<file path="config.mk">
export PLATFORM = sky130hd
export DESIGN_NAME = wb_arbiter
export DESIGN_NICKNAME = d
export VERILOG_FILES = /design/src/rtl/rf_wb_pkg.sv /design/src/rtl/wb_fifo.sv /design/src/rtl/wb_arbiter.sv
export SDC_FILE = /design/constraint.sdc
export NUM_CORES = 1
export LEC_CHECK = 0
export CAP_MARGIN = 20
export CORE_UTILIZATION = 58
export CTS_CLUSTER_SIZE = 30
export DETAILED_ROUTE_END_ITERATION = 7
export GPL_ROUTABILITY_DRIVEN = 0
export PLACE_DENSITY = 0.85
export SLEW_MARGIN = 15
export SYNTH_ARGS = -nofsm -noshare
export SYNTH_HDL_FRONTEND = slang
export SYNTH_SLANG_ARGS = --single-unit
</file>
<file path="constraint.sdc">
create_clock -name clk_i -period 6.1 [get_ports clk_i]
set_clock_uncertainty 0.2 [all_clocks]
set_input_delay 1.22 -clock clk_i [delete_from_list [all_inputs] [get_ports clk_i]]
set_output_delay 1.22 -clock clk_i [all_outputs]
set_load 0.1 [all_outputs]
</file>
<file path="src/rtl/rf_wb_pkg.sv">
// rtl/rf_wb_pkg.sv - shared widths, writeback request type and grant encoding
package rf_wb_pkg;

  localparam int XLEN      = 32;
  localparam int RF_ADDR_W = 5;

  typedef struct packed {
    logic [RF_ADDR_W-1:0] rd;
    logic [XLEN-1:0]      data;
  } wb_req_t;

  typedef enum logic {
    GRANT_LSU = 1'b0,
    GRANT_ALU = 1'b1
  } grant_e;

endpackage

</file>
<file path="src/rtl/wb_fifo.sv">
// rtl/wb_fifo.sv - load-response queue with per-entry rd visibility for hazard lookup
module wb_fifo
  import rf_wb_pkg::*;
#(
  parameter int  DEPTH = 4,
  parameter type T     = wb_req_t
) (
  input  logic                                clk_i,
  input  logic                                rst_i,
  input  logic                                push_i,
  input  T                                    push_data_i,
  input  logic                                pop_i,
  output T                                    head_o,
  output logic                                full_o,
  output logic                                empty_o,
  output logic [DEPTH-1:0]                    entry_valid_o,
  output logic [DEPTH-1:0][RF_ADDR_W-1:0]     entry_rd_o
);

  localparam int AW = $clog2(DEPTH);

  // One extra pointer bit distinguishes a full queue from an empty one.
  logic [AW:0]   wr_ptr_q, wr_ptr_d;
  logic [AW:0]   rd_ptr_q, rd_ptr_d;
  logic [AW:0]   count;
  logic          push_en, pop_en;
  logic [AW-1:0] offset;
  T              mem_q [DEPTH];

  assign count   = wr_ptr_q - rd_ptr_q;
  assign full_o  = (count == (AW+1)'(DEPTH));
  assign empty_o = (count == '0);
  assign push_en = push_i && !full_o;
  assign pop_en  = pop_i && !empty_o;
  assign head_o  = mem_q[rd_ptr_q[AW-1:0]];

  always_comb begin
    wr_ptr_d = wr_ptr_q;
    rd_ptr_d = rd_ptr_q;
    if (push_en) wr_ptr_d = wr_ptr_q + 1'b1;
    if (pop_en)  rd_ptr_d = rd_ptr_q + 1'b1;
  end

  always_ff @(posedge clk_i) begin
    if (rst_i) begin
      wr_ptr_q <= '0;
      rd_ptr_q <= '0;
    end else begin
      wr_ptr_q <= wr_ptr_d;
      rd_ptr_q <= rd_ptr_d;
      if (push_en) mem_q[wr_ptr_q[AW-1:0]] <= push_data_i;
    end
  end

  // An entry is live when its distance from the read pointer is below the occupancy.
  always_comb begin
    offset        = '0;
    entry_valid_o = '0;
    entry_rd_o    = '0;
    for (int i = 0; i < DEPTH; i++) begin
      offset           = AW'(i) - rd_ptr_q[AW-1:0];
      entry_valid_o[i] = ({1'b0, offset} < count);
      entry_rd_o[i]    = mem_q[i].rd;
    end
  end

endmodule

</file>
<file path="src/rtl/wb_arbiter.sv">
// rtl/wb_arbiter.sv - round-robin ALU/LSU writeback arbiter with registered RF write port
module wb_arbiter
  import rf_wb_pkg::*;
#(
  parameter int FIFO_DEPTH = 4
) (
  input  logic                 clk_i,
  input  logic                 rst_i,
  input  logic                 alu_valid_i,
  output logic                 alu_ready_o,
  input  logic [RF_ADDR_W-1:0] alu_rd_i,
  input  logic [XLEN-1:0]      alu_data_i,
  input  logic                 lsu_valid_i,
  output logic                 lsu_ready_o,
  input  logic [RF_ADDR_W-1:0] lsu_rd_i,
  input  logic [XLEN-1:0]      lsu_data_i,
  output logic                 rf_we_o,
  output logic [RF_ADDR_W-1:0] rf_waddr_o,
  output logic [XLEN-1:0]      rf_wdata_o,
  input  logic [RF_ADDR_W-1:0] query_rd_i,
  output logic                 query_hit_o
);

  wb_req_t                                lsu_req, fifo_head, win_req;
  logic                                   fifo_full, fifo_empty, fifo_nonempty;
  logic                                   lsu_push, grant_lsu, grant_alu, fifo_hit;
  logic [FIFO_DEPTH-1:0]                  entry_valid;
  logic [FIFO_DEPTH-1:0][RF_ADDR_W-1:0]   entry_rd;

  grant_e                 last_grant_q, last_grant_d;
  logic                   rf_we_q, rf_we_d;
  logic [RF_ADDR_W-1:0]   rf_waddr_q, rf_waddr_d;
  logic [XLEN-1:0]        rf_wdata_q, rf_wdata_d;

  assign lsu_req.rd   = lsu_rd_i;
  assign lsu_req.data = lsu_data_i;

  assign fifo_nonempty = !fifo_empty;
  assign lsu_ready_o   = !fifo_full;
  assign lsu_push      = lsu_valid_i && !fifo_full && !rst_i;
  assign alu_ready_o   = !(fifo_nonempty && last_grant_q == GRANT_ALU);

  wb_fifo #(
    .DEPTH (FIFO_DEPTH),
    .T     (wb_req_t)
  ) u_fifo (
    .clk_i         (clk_i),
    .rst_i         (rst_i),
    .push_i        (lsu_push),
    .push_data_i   (lsu_req),
    .pop_i         (grant_lsu),
    .head_o        (fifo_head),
    .full_o        (fifo_full),
    .empty_o       (fifo_empty),
    .entry_valid_o (entry_valid),
    .entry_rd_o    (entry_rd)
  );

  // The FIFO head wins a tie only when the ALU had the previous grant.
  always_comb begin
    grant_lsu    = fifo_nonempty && (!alu_valid_i || last_grant_q == GRANT_ALU);
    grant_alu    = alu_valid_i && !grant_lsu;
    win_req      = grant_lsu ? fifo_head : '{rd: alu_rd_i, data: alu_data_i};
    last_grant_d = last_grant_q;
    rf_we_d      = 1'b0;
    rf_waddr_d   = rf_waddr_q;
    rf_wdata_d   = rf_wdata_q;
    if (grant_lsu || grant_alu) begin
      last_grant_d = grant_lsu ? GRANT_LSU : GRANT_ALU;
      rf_we_d      = (win_req.rd != '0);
      rf_waddr_d   = win_req.rd;
      rf_wdata_d   = win_req.data;
    end
  end

  always_ff @(posedge clk_i) begin
    if (rst_i) begin
      last_grant_q <= GRANT_LSU;
      rf_we_q      <= 1'b0;
      rf_waddr_q   <= '0;
      rf_wdata_q   <= '0;
    end else begin
      last_grant_q <= last_grant_d;
      rf_we_q      <= rf_we_d;
      rf_waddr_q   <= rf_waddr_d;
      rf_wdata_q   <= rf_wdata_d;
    end
  end

  assign rf_we_o    = rf_we_q;
  assign rf_waddr_o = rf_waddr_q;
  assign rf_wdata_o = rf_wdata_q;

  always_comb begin
    fifo_hit = 1'b0;
    for (int i = 0; i < FIFO_DEPTH; i++) begin
      if (entry_valid[i] && entry_rd[i] == query_rd_i) fifo_hit = 1'b1;
    end
  end

  assign query_hit_o = (query_rd_i != '0) &&
                       (fifo_hit || (rf_we_q && rf_waddr_q == query_rd_i));

endmodule

</file>
---- Yosys cells after proc, flatten, opt, wreduce, memory -nomap -nowiden ----
Memories as Yosys holds them, arrays and structs flattened. A register that Yosys moved wholly into a read port is not among the register bits.
Cells that the tools add are included.
word-level totals
  memories kept ........................... 1
  flip-flop bits (word level) ............. 45
  bits of input ports ..................... 83
  logic and storage cells ................. 62
  bits in writable memories ............... 148
memory list
  name          depth  width  rd ports  clocked after Yosys merged registers in  wr ports  RTL line       source
  u_fifo.mem_q  4      37     5         1                                        1         wb_fifo.sv:28  T mem_q [DEPTH];
cells by class
  add/subtract/negate cells ............... 7
  equality and inequality tests ........... 6
  muxes and demuxes ....................... 11
  reduce and logical (&&, ||, !) cells .... 26
  $lt $le $gt $ge ......................... 4
  bitwise operators ....................... 1
operators with widths
  operator                                          count
  2-to-1 mux 37 bit                                 1
  == test 5 bit                                     5
  logical AND 1 bit                                 13
  less-than comparator 2 x 3 -> 1 bit               4
  nonzero test 5 bit                                2
  2-to-1 mux 1 bit                                  8
  adder 3 x 1 -> 3 bit (second input constant)      2
  logical NOT 1 bit                                 6
  2-to-1 mux 2 bit                                  2
  subtractor 1 x 2 -> 2 bit (first input constant)  2
  subtractor 2 bit (first input constant)           2
  == test 3 bit (second input constant)             1
  logical NOT 3 bit                                 1
  logical OR 1 bit                                  3
  subtractor 3 bit                                  1
  OR reduction 2 bit                                1
  NOT 1 bit                                         1

---- Longest topological paths before layout ----
Gate-level depths: netlist of run 1.
  depth after elaboration ................. 9
  mapped depth ............................ 11

---- Hierarchy ----
Synthesis of run 1 repeated with hierarchy kept, for this count alone.
second synthesis, totals
  cells, all modules ...................... 578
  area total of the unflattened synthesis .. 8713.4 sq um
by module, submodules not included
  module      area each (sq um)  cells an instance  instances
  wb_fifo     6108.4             282                1
  wb_arbiter  2605.0             296                1

---- Least setup slack after synthesis of run 1 ----
OpenSTA, ideal clock, no wires.
  path kind ............................... flip-flop to output port
  start point ............................. reg u_fifo.wr_ptr_q[0]
  end point ............................... out alu_ready_o
  data arrival time ....................... 3497 ps
  setup slack ............................. 1183 ps
  path buffers ............................ 0
  stages on the path, launching flop included .. 7
  cells stage by stage .................... dfxtp_1 -> inv_1 -> ha_1 -> inv_1 -> fa_1 -> xnor3_2 -> o21ai_0
on the way
  longest elaborated chain between the ends .. 5
RTL lines
  element                   RTL line          source
  start: declaration        wb_fifo.sv:23     logic [AW:0] wr_ptr_q, wr_ptr_d;
  start signal: assignment  wb_fifo.sv:49     wr_ptr_q <= wr_ptr_d;
  subtractor 3 bit          wb_fifo.sv:30     assign count = wr_ptr_q - rd_ptr_q;
  logical NOT 3 bit         wb_fifo.sv:32     assign empty_o = (count == '0);
  logical NOT 1 bit         wb_arbiter.sv:38  assign fifo_nonempty = !fifo_empty;
  logical AND 1 bit         wb_arbiter.sv:41  assign alu_ready_o = !(fifo_nonempty && last_grant_q == GRANT_ALU);
  logical NOT 1 bit         wb_arbiter.sv:41
  end: declaration          wb_arbiter.sv:10  output logic alu_ready_o,
Every way passes these cells.

---- Final worst setup path of run 1 ----
Ends and elaborated chain as after synthesis.

==> impl_results.md, run 1 <==
* Hold Buf Count CTS at 0
* Leading post-synthesis cells by cell area: sky130_fd_sc_hd__edfxtp_1 (56%), sky130_fd_sc_hd__dfxtp_1 (12%), sky130_fd_sc_hd__mux4_2 (11%)
* Max Fclk at between 0.2 and 0.25 GHz
* Antenna violations before repair at 0
* CTS HTree Levels at 4
* Cell type contributing the most total cell area after synthesis: sky130_fd_sc_hd__edfxtp_1
* Die X at 119 microns
* Cell with the most instances after synthesis: sky130_fd_sc_hd__edfxtp_1
* Overall die area at 0.0141 sq mm
* Layout Nets at between 600 and 700
* Top Ports at 124
* # DRC at 0
* Number of gates resized after cts at 0
* Average routed wire per standard cell at 20.7 microns
* RSZ-0062 raised after global routing: false
* Effective utilization at floorplan at 59.5%
* Data arrival time of the worst path at approximately 3.3 ns
* Max-capacitance violation count at 0
* Final period util at 77.4%
* Internal Power at 3.03 mW
* Area share of the largest cell type after synthesis at around 56%
* Wire length of the first global-routing pass at 25,600 microns
* Proportion of power drawn by the clock network at 23.5%
* Worst-path maximum fanout at 9
* Reg2Reg Setup Slack at 2.65 ns
* Minimum setup slack after placement at 1.74 ns
* Run status: completed
* Critical path class: reg2out
* Aggregate negative setup slack at 0 ns
* Cell breakdown of the critical path: inv_1 > ha_1 > inv_1 > fa_1 > xnor3_2 > o21ai_0 > clkdlybuf4s50_1
* Cells on Worst Hold Path at 2
* Share of post-route cells with drive strength above 1 at 13.6%
* Worst Min Path Start: rf_wdata_o[16]$_SDFFE_PP0N_
* Tightest slew margin relative to the limit at a little under a third
* Leakage power total at 3.34 nW
* Utilization after layout at about three quarters
* Sort of element at the end of the critical path: output port
* Share of synthesized flip-flops with an asynchronous set or reset at 0%
* WP data required at between 4 and 5 ns
* Depth of the worst register-to-register path at 9
* Via density at 5.68
* Via count of the first global-routing pass at 4,800
* Global route total overflow at 0
* Sequential cell fraction of total power at between 30% and 40%
* Final critical path time including I/O delays and setup at 4.72 ns
* Top delay family on crit path: buffers and inverters
* Clock-pin slew of the registers on the worst-case setup and hold paths at roughly 0.070 ns
* Area growth from synthesis to layout at 24.6%
* Number of cells produced by synthesis at 475
* Power Total at 5.03 mW
* Sum of routed wire length over all layers at around 16,000 microns
* Inserted Clock Buffers at 17
* Setup Fix Bufs, Post-CTS at 0
* Later-pin clock latency in the skew report at roughly 0.42 ns
* Unique masters post-synth at 38
* Peak supply drop at 0.327 mV
* Number of flip-flops and latches in the synthesized netlist at 195
* Setup-violating endpoint count in the final report at 0
* Transition time at the pin with the least slew margin at 1.04 ns
* Area of all placed cells without fillers at 0.00982 sq mm
* Cell occurring most often along the worst timing path: sky130_fd_sc_hd__inv_1
* EDFF count, synth at 148
* Total core area at 0.0132 sq mm
* Setup WS post-layout at around 1.4 ns
* Buffer cell driving the clock tree root: sky130_fd_sc_hd__clkbuf_16
* First-pass DRT Iterations at 4
* Critical path buffer and inverter count at 3
* Pin count of the biggest net entering global routing at 38
* Mean post-synth cell area at 16.6 sq um
* Clock tree from TritonCTS: built
* Yosys warning count at 0
* Routed via count at 4,435
* Number of diodes added for antenna fixing at 0
* Detail Route Antenna Nets at 0
* Top FF cell, synth: sky130_fd_sc_hd__edfxtp_1
* Synth top cells by count: sky130_fd_sc_hd__edfxtp_1 (148), sky130_fd_sc_hd__dfxtp_1 (47), sky130_fd_sc_hd__nand2_1 (39)
* Number of DRC markers after the initial detailed-route iteration at 350
* Proportion of power drawn by combinational gates at 41.0%
* Post-placement cell area at 0.00919 sq mm
* Num Clock Sinks at 195
* Worst stage delay on the critical path at 1.18 ns
* Number of buffers on the longest clock path at 2
* Row count at 42
* Worst Hold Path EP: rf_wdata_o[16]$_SDFFE_PP0N_
* Switching power at roughly 2.0 mW
* Power density over the cells at 512 mW/mm^2
* Max-slew violation count at 0
* Fin. Hold Viols at 0
* Switching part of the total at 39.8%
* Worst min-delay path category: reg2reg
* Sequential element share of the synthesized area at 68.3%
* Worst reg2reg path endpoint: u_fifo.mem_q[3][9]$_DFFE_PP_
* Cell at the slowest stage of the critical path: sky130_fd_sc_hd__clkdlybuf4s50_1
* Detail Placement HPWL at 9890 microns
* Overall track demand over capacity in global routing at around 25%
* Post-synth design cell area at 0.00788 sq mm
* Post-Synthesis Net Count at 571
* Reg2Reg Launch Point: u_fifo.wr_ptr_q[0]$_SDFFE_PP0N_
* Number of port buffers at 123
* Chip Height at 119 microns
* Type of element launching the critical path: register
worst reg2reg max path: stages, from the launching register on:
cell and delay [ns]:
sky130_fd_sc_hd__dfxtp_1 0.35, sky130_fd_sc_hd__inv_1 0.15, sky130_fd_sc_hd__ha_1 0.18, sky130_fd_sc_hd__inv_1 0.07, sky130_fd_sc_hd__fa_1 0.38, sky130_fd_sc_hd__xnor3_2 0.33
sky130_fd_sc_hd__nand3_1 0.19, sky130_fd_sc_hd__nand2_1 0.13, sky130_fd_sc_hd__nor2_1 0.19, sky130_fd_sc_hd__and2_2 0.89
power by group through the flow:
stage | combinational (mW) | sequential, mW | clock (mW)
CTS | 2.07 | 1.79 | 1.20
finish | 2.06 | 1.79 | 1.18
global route | 2.18 | 1.81 | 1.24
detailed placement | 2.06 | 1.82 | 0
global placement | 2.01 | 1.80 | 0
floorplan | 0.981 | 2.42 | 0
worst max path at each step:
stage | startpoint | slack [ns] | cells after the start | end
floorplan | u_fifo.wr_ptr_q[0]$_SDFFE_PP0N_ | 1.18 | 6 | alu_ready_o
global placement | query_rd_i[3] | 1.79 | 7 | query_hit_o
detailed placement | query_rd_i[0] | 1.74 | 7 | query_hit_o
CTS | u_fifo.wr_ptr_q[0]$_SDFFE_PP0N_ | 1.35 | 7 | alu_ready_o
global route | u_fifo.wr_ptr_q[0]$_SDFFE_PP0N_ | 1.15 | 7 | alu_ready_o
finish | u_fifo.wr_ptr_q[0]$_SDFFE_PP0N_ | 1.38 | 7 | alu_ready_o
cells in the final DEF (no fill, tap or decap), types with 2 or more instances in the layout:
| cell type | count |
|---|---|
| sky130_fd_sc_hd__edfxtp_1 | 148 |
| sky130_fd_sc_hd__clkdlybuf4s50_1 | 122 |
| sky130_fd_sc_hd__dfxtp_1 | 45 |
| sky130_fd_sc_hd__nand2_1 | 39 |
| sky130_fd_sc_hd__mux4_2 | 37 |
| sky130_fd_sc_hd__mux2i_1 | 36 |
| sky130_fd_sc_hd__o21ai_0 | 30 |
| sky130_fd_sc_hd__xor2_1 | 18 |
| sky130_fd_sc_hd__clkbuf_16 | 17 |
| sky130_fd_sc_hd__nor2_1 | 15 |
| sky130_fd_sc_hd__ha_1 | 12 |
| sky130_fd_sc_hd__xnor2_1 | 11 |
| sky130_fd_sc_hd__inv_1 | 8 |
| sky130_fd_sc_hd__a21oi_1 | 6 |
| sky130_fd_sc_hd__nand3_1 | 5 |
| sky130_fd_sc_hd__and2_2 | 4 |
| sky130_fd_sc_hd__nor3_1 | 4 |
| sky130_fd_sc_hd__o2111ai_1 | 4 |
| sky130_fd_sc_hd__a211oi_1 | 4 |
| sky130_fd_sc_hd__o21ai_1 | 4 |
| sky130_fd_sc_hd__bufinv_16 | 4 |
| sky130_fd_sc_hd__clkinv_2 | 3 |
| sky130_fd_sc_hd__buf_4 | 3 |
| sky130_fd_sc_hd__nor4_1 | 2 |
| sky130_fd_sc_hd__or4_1 | 2 |
| sky130_fd_sc_hd__nand2b_1 | 2 |
| sky130_fd_sc_hd__dfxtp_2 | 2 |
| sky130_fd_sc_hd__clkbuf_8 | 2 |
| sky130_fd_sc_hd__inv_6 | 2 |
| sky130_fd_sc_hd__clkinv_4 | 2 |
metrics by stage:
step,hold WS [ns],instances
2_1_floorplan,0.241,475
4_1_cts,0.257,781
6_report,0.253,781
3_3_place_gp,0.232,749
5_1_grt,0.288,781
3_5_place_dp,0.241,749
per-layer routing:
layer | vias up | wire (microns) | global-route usage, %
met5 | - | 0 | 0
met4 | 0 | 429 | 12.0
met2 | 131 | 8600 | 42.4
met3 | 31 | 557 | 5.07
met1 | 2225 | 6550 | 30.2
li1 | 2048 | - | -
cells by family after synthesis:
logic type / share of synthesized area (%)
mux: 15.1
xor+xnor: 3.52
buf+inv: 2.52
compound gates: 3.87
simple gates: 4.48
flops: 68.3
fa+ha+maj: 2.16
registers in the layout, summed over array words and instances, names as in the netlist, named ones only:
| signal | flops |
|---|---|
| last_grant_q | 1 |
| rf_waddr_o | 5 |
| rf_wdata_o | 32 |
| rf_we_o | 1 |
| u_fifo.mem_q | 148 |
| u_fifo.rd_ptr_q | 3 |
| u_fifo.wr_ptr_q | 3 |
area by class of cell:
| cell class | instances | area, sq um |
|---|---|---|
| Sequential cell | 195 | 5390 |
| Clock buffer | 20 | 457 |
| Timing Repair Buffer | 125 | 1240 |
| Tap cell | 176 | 220 |
| Clock inverter | 12 | 178 |
| Fill cell | 830 | 3420 |
| Inverter | 8 | 30.0 |
| Multi-Input combinational cell | 245 | 2310 |
(Power assumes the default switching activity.)
==> run 2, diff against run 1 <==
CORE_UTILIZATION = 54   (was 58)
PLACE_DENSITY = 0.8   (was 0.85)
clock period = 4.72 ns   (was 6.1 ns; I/O delays follow)
==> run 2 against run 1 <==
Setup slack worse by 0.81 ns; critical endpoint is now query_hit_o; critical path type unchanged; non-clock buffer count is 1 higher; count of clock-buffer cells in the layout is 1 lower; flip-flop and latch count stayed put.
==> impl_results.md, run 2 (synthesis results as in run 1) <==
* Sum of routed wire length over all layers at 15,600 microns
* Commonest cells after routing, fill and taps aside: sky130_fd_sc_hd__edfxtp_1 (148), sky130_fd_sc_hd__clkdlybuf4s50_1 (120), sky130_fd_sc_hd__dfxtp_1 (45), sky130_fd_sc_hd__nand2_1 (39), sky130_fd_sc_hd__mux4_2 (37)
* Clock tree from TritonCTS: built
* First-pass DRT Iterations at 5
* Transition time at the pin with the least slew margin at about 1.0 ns
* Pin count of the biggest net entering global routing at 38
* Worst-path maximum fanout at 6
* Number of buffers on the longest clock path at 2
* Number of DRC markers after the initial detailed-route iteration at 396
* Num Clock Sinks at between 150 and 200
* Number of port buffers at roughly 120
* Overall die area at 0.0151 sq mm
* Max Fclk at 0.241 GHz
* Flip-flop count of the largest register after layout at 148
* Share of post-route cells with drive strength above 1 at 13.9%
* Wire length of the first global-routing pass at 24,400 microns
* Sort of element at the end of the critical path: output port
* Chip Height at 123 microns
* Average routed wire per standard cell at 19.9 microns
* Die X at 123 microns
* Worst stage delay on the critical path at 0.44 ns
* Cell occurring most often along the worst timing path: sky130_fd_sc_hd__inv_1
* Clock-pin slew of the registers on the worst-case setup and hold paths at 0.07 ns
* Later-pin clock latency in the skew report at ~0.43 ns
* Storage cell area at 0.00539 sq mm
* Setup-violating endpoint count in the final report at 0
* Run status: completed
* Top delay family on crit path: adder cells
* Max-slew violation count at 0
* RSZ-0062 raised after global routing: false
* CTS HTree Levels at 4
* Antenna violations before repair at 0
* Setup Fix Bufs, Post-CTS at 0
* Layout Nets at 689
* Most frequent standard cell in the layout excluding fill and tap cells: sky130_fd_sc_hd__edfxtp_1
* Global route total overflow at 0
* Top Ports at between 100 and 150
* Depth of the worst register-to-register path at 9
* # DRC at 0
* Max-capacitance violation count at 0
* Cells on Worst Hold Path at 2
* Routed via count at 4,375
* Via density at 5.57
* Critical path buffer and inverter count at 4
* Fillers at 921
* Final period util at 88.0%
* Aggregate negative setup slack at 0 ns
* Data arrival time of the worst path at 3.01 ns
* Critical path class: reg2out
* Power density over the cells at between 600 and 700 mW/mm^2
* Leakage power total at 3.32 nW
* Multi-input logic area at 0.00231 sq mm
* Number of diodes added for antenna fixing at 0
* Worst min-delay path category: reg2reg
* Worst path depth at 12
* Hold Buf Count CTS at 0
* Effective utilization at floorplan at a little under three fifths
* Type of element launching the critical path: register
* Peak supply drop at 0.433 mV
* Area growth from synthesis to layout at 24.1%
* Final hold slack at 0.252 ns
* Buffer cell driving the clock tree root: sky130_fd_sc_hd__clkbuf_16
* Final critical path time including I/O delays and setup at between 4 and 5 ns
* Overall track demand over capacity in global routing at 22.5%
* Tightest slew margin relative to the limit at between 30 and 40%
* Detail Placement HPWL at 10000 microns
* WP data required at about 3.6 ns
* Cell breakdown of the critical path: inv_1 > ha_1 > inv_1 > fa_1 > inv_1 > ha_1 > nor2_1 > nor2_1 > o2111ai_1 > nand3_1 > o22a_1 > buf_4
* Via count of the first global-routing pass at ~4,600
* Number of gates resized after cts at 0
* Cell at the slowest stage of the critical path: sky130_fd_sc_hd__fa_1
* Inserted Clock Buffers at 17
* Fin. Hold Viols at 0
* Row count at 43
* Detail Route Antenna Nets at 0
* Total core area at ~0.014 sq mm
[run 2: per-stage QoR]
| step | std cells | instance area [sq um] | setup slack [ns] | utilization, % | power (mW) |
|---|---|---|---|---|---|
| floorplan | 475 | 7880 | 0.0788 | - | 4.40 |
| global placement | 754 | 9200 | 0.974 | 65.5 | 4.93 |
| detailed placement | 754 | 9200 | 0.965 | 65.5 | 5.01 |
| CTS | 786 | 9790 | 0.544 | 69.7 | 6.44 |
| global route | 786 | 9790 | 0.339 | 69.7 | 6.66 |
| finish | 786 | 9790 | 0.568 | 69.7 | 6.38 |
[run 2: power breakdown]
group	internal [mW]	leakage, nW	total [mW]	switching [mW]
sequential	2.12	1.73	2.34	0.215
clock	0.806	0.290	1.43	0.624
combinational	0.872	1.30	2.61	1.74
[run 2: final timing paths]
kind	start	slack (ns)	end
hold / removal	rf_wdata_o[18]$_SDFFE_PP0N_	0.25	rf_wdata_o[18]$_SDFFE_PP0N_
setup reg to reg	u_fifo.wr_ptr_q[0]$_SDFFE_PP0N_	1.21	u_fifo.mem_q[2][21]$_DFFE_PP_
hold reg to reg	rf_wdata_o[18]$_SDFFE_PP0N_	0.25	rf_wdata_o[18]$_SDFFE_PP0N_
setup / recovery	u_fifo.wr_ptr_q[0]$_SDFFE_PP0N_	0.57	query_hit_o
[run 2: routing by layer]
metal | vias to the layer above | part of all wire (%) | track usage, %
met1 | 2187 | 41 | 27.6
met4 | 0 | 1.3 | 7.93
li1 | 2043 | - | -
met3 | 14 | 5.4 | 5.99
met5 | - | 0 | 0
met2 | 131 | 52 | 38.6
[run 2: area by class of cell]
cell class / instances / area share, %
inverters: 8 / 0.307
well taps: 180 / 2.30
clock inverters: 13 / 1.51
multi-input cells: 245 / 23.6
flip-flops and latches: 195 / 55.1
clock buffers: 19 / 4.53
repair buffers: 126 / 12.7
[run 2: tightest hold or removal path, cell delays in order, from the launching register on]
cell and delay (ns):
sky130_fd_sc_hd__dfxtp_1 0.33, sky130_fd_sc_hd__nand2_1 0.04, sky130_fd_sc_hd__o21ai_0 0.05
